==> config.mk <==
export PLATFORM = sky130hd
export DESIGN_NAME = seq_shift_add_multiplier
export DESIGN_NICKNAME = d
export VERILOG_FILES = /design/src/rtl/seq_shift_add_multiplier_pkg.sv /design/src/rtl/seq_shift_add_multiplier_twos_abs.sv /design/src/rtl/seq_shift_add_multiplier.sv
export SDC_FILE = /design/constraint.sdc
export NUM_CORES = 1
export LEC_CHECK = 0
export ABC_AREA = 0
export ABC_CLOCK_PERIOD_IN_PS = 3600
export CORE_ASPECT_RATIO = 1.5
export CORE_MARGIN = 2
export CORE_UTILIZATION = 59
export CTS_CLUSTER_SIZE = 16
export DETAILED_ROUTE_END_ITERATION = 8
export MAX_ROUTING_LAYER = met4
export PLACE_DENSITY_LB_ADDON = 0.12
export SKIP_LAST_GASP = 1
export SLEW_MARGIN = 20
export SYNTH_ARGS = -nofsm -noshare
export SYNTH_HDL_FRONTEND = slang
export SYNTH_SLANG_ARGS = --single-unit
==> constraint.sdc <==
create_clock -name clk -period 3.6 [get_ports clk]
set_input_delay 1.08 -clock clk [delete_from_list [all_inputs] [get_ports clk]]
set_output_delay 1.08 -clock clk [all_outputs]
set_load 0.01 [all_outputs]
==> src/rtl/seq_shift_add_multiplier_pkg.sv <==
// Shared definitions for the iterative arithmetic engines.
//   state_t       : IDLE / CALC / FIX sequencing states (also used by the
//                   sequential divider).
//   DEFAULT_WIDTH : default operand width.
package seq_shift_add_multiplier_pkg;

  localparam int DEFAULT_WIDTH = 8;

  typedef enum logic [1:0] {
    ST_IDLE = 2'd0,
    ST_CALC = 2'd1,
    ST_FIX  = 2'd2
  } state_t;

endpackage

==> src/rtl/seq_shift_add_multiplier_twos_abs.sv <==
// Conditional two's-complement absolute value.
//   in  : WIDTH-bit operand
//   en  : 1 = treat in as signed and take its magnitude; 0 = pass through
//   out : magnitude (unsigned). The most negative value maps to
//         2^(WIDTH-1), which still fits in WIDTH unsigned bits.
module seq_shift_add_multiplier_twos_abs #(
  parameter int WIDTH = 8
) (
  input  logic [WIDTH-1:0] in,
  input  logic             en,
  output logic [WIDTH-1:0] out
);

  assign out = (en && in[WIDTH-1]) ? (~in + WIDTH'(1)) : in;

endmodule

==> src/rtl/seq_shift_add_multiplier.sv <==
// Iterative shift-and-add multiplier, one multiplier bit per clock.
//   clk, rst_n  : rising-edge clock, asynchronous active-low reset
//   start       : request a multiply (only looked at while idle)
//   signed_mode : 0 = unsigned operands, 1 = two's-complement operands
//   a, b        : multiplicand / multiplier, captured with start
//   busy        : high while an operation is in progress
//   done        : one-cycle pulse when product is updated
//   product     : 2*WIDTH-bit result, held until the next completion
//
// Handshake: start is accepted on any rising edge where the engine is idle
// (including the cycle in which done is high). busy rises on that edge and
// falls on the edge that raises done; done and the new product appear
// WIDTH+1 edges after acceptance. Inputs are ignored while busy.
//
// Signed operation multiplies magnitudes and applies the sign at the end,
// so the core datapath is always unsigned.
module seq_shift_add_multiplier
  import seq_shift_add_multiplier_pkg::*;
#(
  parameter int WIDTH = DEFAULT_WIDTH
) (
  input  logic               clk,
  input  logic               rst_n,
  input  logic               start,
  input  logic               signed_mode,
  input  logic [WIDTH-1:0]   a,
  input  logic [WIDTH-1:0]   b,
  output logic               busy,
  output logic               done,
  output logic [2*WIDTH-1:0] product
);

  localparam int CNT_W = (WIDTH > 1) ? $clog2(WIDTH) : 1;
  localparam int PW    = 2 * WIDTH;
  localparam logic [CNT_W-1:0] CNT_LAST = CNT_W'(WIDTH - 1);

  state_t state, state_next;

  logic [PW:0]       acc;
  logic [CNT_W-1:0]  cnt;
  logic [WIDTH-1:0]  mcand;
  logic              neg;

  logic [WIDTH-1:0]  abs_a, abs_b;
  logic [WIDTH:0]    upper_next;

  seq_shift_add_multiplier_twos_abs #(.WIDTH(WIDTH)) u_abs_a (
    .in  (a),
    .en  (signed_mode),
    .out (abs_a)
  );

  seq_shift_add_multiplier_twos_abs #(.WIDTH(WIDTH)) u_abs_b (
    .in  (b),
    .en  (signed_mode),
    .out (abs_b)
  );

  // Upper half plus carry-out after the conditional add of this step.
  always_comb begin
    upper_next = {1'b0, acc[PW-1:WIDTH]};
    if (acc[0]) begin
      upper_next = {1'b0, acc[PW-1:WIDTH]} + {1'b0, mcand};
    end
  end

  always_comb begin
    state_next = state;
    case (state)
      ST_IDLE: if (start) state_next = ST_CALC;
      ST_CALC: if (cnt == CNT_LAST) state_next = ST_FIX;
      ST_FIX:  state_next = ST_IDLE;
      default: state_next = ST_IDLE;
    endcase
  end

  always_ff @(posedge clk or negedge rst_n) begin
    if (!rst_n) begin
      state <= ST_IDLE;
    end else begin
      state <= state_next;
    end
  end

  always_ff @(posedge clk or negedge rst_n) begin
    if (!rst_n) begin
      acc     <= '0;
      cnt     <= '0;
      mcand   <= '0;
      neg     <= 1'b0;
      busy    <= 1'b0;
      done    <= 1'b0;
      product <= '0;
    end else begin
      done <= 1'b0;
      case (state)
        ST_IDLE: begin
          if (start) begin
            neg   <= signed_mode & (a[WIDTH-1] ^ b[WIDTH-1]);
            mcand <= abs_a;
            acc   <= {1'b0, {WIDTH{1'b0}}, abs_b};
            cnt   <= '0;
            busy  <= 1'b1;
          end
        end
        ST_CALC: begin
          // Add and shift in one step: the carry lands in the top bit and
          // the consumed multiplier bit drops off the bottom.
          acc <= {1'b0, upper_next, acc[WIDTH-1:1]};
          cnt <= cnt + CNT_W'(1);
        end
        ST_FIX: begin
          product <= neg ? (~acc[PW-1:0] + PW'(1)) : acc[PW-1:0];
          done    <= 1'b1;
          busy    <= 1'b0;
        end
        default: begin
          busy <= 1'b0;
        end
      endcase
    end
  end

endmodule

==> impl_metrics.json <==
{
  "start_util_pct": 61.7,
  "synth_most_common_cell": "dfrtp_1",
  "die-area_um2": 5320,
  "synthTopCellsByArea": "dfrtp_1, o21ai_0, nand2_1",
  "status": "complete, no violations",
  "synth.top_cell.area_share_pct": 42.9,
  "min_from": "product[8]",
  "overflow": 0,
  "p_per_area_nw_per_um2": 817,
  "fin_crit_ps": 2370,
  "rsz0062_at_grt": "false",
  "place.gp.congestion": 0.937,
  "clk_path_buf_depth": 2,
  "holdPathStages": 2,
  "clock-skew-final_ps": 5.72,
  "cp.required_ps": 3770,
  "cts_max_level": 2,
  "power.total_mw": 2.67,
  "hold_class": "flop to flop",
  "startpoint_type": "primary input",
  "cts_tree": "done",
  "wirelength_mm": 5.67,
  "syn-num-nets": 336,
  "wl_per_cell_um": 14.3,
  "io_pins": 38,
  "synth_edf_count": 0,
  "relSlewSlack_pct": 33.5,
  "worst_r2r_path_depth": 7,
  "worstMarginPinSlew_ps": 994,
  "period_share_pct": 65.9,
  "nets": 365,
  "crit_fanout": 20,
  "reg2reg_to": "product[14]",
  "root_buffer": "clkbuf_8",
  "cts.sinks": 48,
  "via_per_inst": 5.76,
  "hold_end": "product[8]",
  "yosys.area.top_type": "dfrtp_1",
  "cts_buffers": 5,
  "ctsHoldBuffers": 0,
  "criticalPathCategory": "primary input to flop",
  "maxCapViolCount": 0,
  "syn2layout_area_growth_pct": 16.8,
  "cp_data_arrival_time_ps": 2540,
  "core_um2": 4540,
  "row_count": 30,
  "die_w_um": 60.3,
  "max_freq_mhz": 422,
  "grt_max_degree": 49,
  "drc": 0,
  "cts_resized": 0,
  "slew_viol_final": 0,
  "r2r-start": "acc[0]",
  "setup_viol": 0,
  "track_usage_pct": 24.8,
  "clkLatencyLatePin_ps": 300,
  "drive_gt1_share_pct": 4.82,
  "yosys-top-cells-count": "dfrtp_1, nand2_1, o21ai_0, xnor2_1, inv_1",
  "vias": 2282,
  "tns_ps": 0,
  "ys_seq_area_share_pct": 42.9,
  "drt_iter0_drc": 74,
  "antenna_cells": 0,
  "fill_cells": 348,
  "dpl.hpwl_mm": 4.13,
  "reg2reg_setup_slack_ps": 1240,
  "netlist_instances": 302,
  "synth.avg_cell_area_um2": 9.27,
  "synth_cell_types": 43,
  "path_clk_slew_ps": 90,
  "cts_setup_buffers": 0,
  "grt_pass1_vias": 2219,
  "die_y_um": 88.4,
  "ir_drop_mv": 0.520,
  "critPathCaptureType": "flop",
  "grt_pass1_wl_mm": 9.82,
  "antenna_found_initial": 0,
  "synth_seq_cells": 48,
  "startpoint": "start",
  "yosysWarningCount": 0,
  "port_buffers": 37,
  "leakagePower_nw": 1.46,
  "hold_violations": 0,
  "synth_flop_cell": "dfrtp_1",
  "synth_area_um2": 2800,
  "first_pass_iters": 4,
  "async_flop_share_pct": 100,
  "antenna_left": 0
}
cell families (layout without fill, tap and decap cells):
family / count (synthesis) / after routing / share of synthesized area, %
flip-flops: 48 / 48 / 42.9
buffers and inverters: 31 / 61 / 5.41
multiplexers: 4 / 4 / 1.43
AND/OR/NAND/NOR: 79 / 79 / 12.6
XOR/XNOR: 29 / 29 / 9.07
adder cells (fa/ha/maj): 14 / 14 / 6.52
AO/OA/AOI/OAI: 97 / 97 / 22.1
worst max path at each step:
stage | endpoint | slack [ps] | cells after the start
after floorplan | product[14] | 1400 | 9
after global placement | acc[1] | 1000 | 7
after detailed placement | mcand[0] | 920 | 6
after CTS | mcand[0] | 1230 | 6
after global routing | mcand[5] | 1010 | 6
final | mcand[0] | 1230 | 6
registers in the layout, indices dropped and copies added, names as in the netlist:
register	flops
cnt	3
busy	1
product	16
mcand	8
neg	1
acc	16
done	1
state	2
critical path, stage by stage:
cell             delay, ps
clkdlybuf4s50_1        570
inv_1                  100
nor2_1                 170
nand2_1                350
nand2_1                180
o21ai_0                 90
layout by cell type, fill, tap and decap left out, types with 6 or more instances in the layout:
cell type	instances
nor2_1	12
xor2_1	13
nor3_1	7
inv_1	15
o21ai_1	6
clkdlybuf4s50_1	36
dfrtp_1	48
a21oi_1	11
o21ai_0	35
xnor2_1	16
nand2_1	44
ha_1	13
layer usage:
| layer | part of all wire (%) | global-route usage, % | routed length, um | vias up |
|---|---|---|---|---|
| li1 | - | - | - | 1130 |
| met1 | 41 | 27.8 | 2320 | 1083 |
| met3 | 3.3 | 3.65 | 185 | 11 |
| met4 | 1.8 | 9.09 | 102 | 0 |
| met5 | 0 | - | 0 | - |
| met2 | 54 | 43.5 | 3060 | 58 |
area by class of cell:
| class | instances | area, um2 | share of cell area [%] |
|---|---|---|---|
| Clock inverter | 3 | 42.5 | 1.30 |
| Multi-Input combinational cell | 223 | 1450 | 44.2 |
| Clock buffer | 5 | 68.8 | 2.10 |
| Sequential cell | 48 | 1200 | 36.7 |
| Tap cell | 64 | 80.1 | 2.45 |
| Timing Repair Buffer | 38 | 375 | 11.5 |
| Inverter | 15 | 56.3 | 1.72 |
per-stage QoR:
step	setup WS, ps	utilization [%]	area [um2]	std cells	hold slack, ps
global route	1010	72.0	3270	396	502
detailed placement	919	69.5	3160	388	469
finish	1230	72.0	3270	396	481
global placement	996	69.5	3160	388	460
CTS	1230	72.0	3270	396	490
floorplan	1400	-	2800	302	450
power by group:
part           switching (mW)  leakage (nW)  internal, mW
Clock                   0.183        0.0541         0.206
Sequential              0.261         0.591         0.775
Combinational           0.643         0.813         0.605
(Power assumes the default switching activity.)
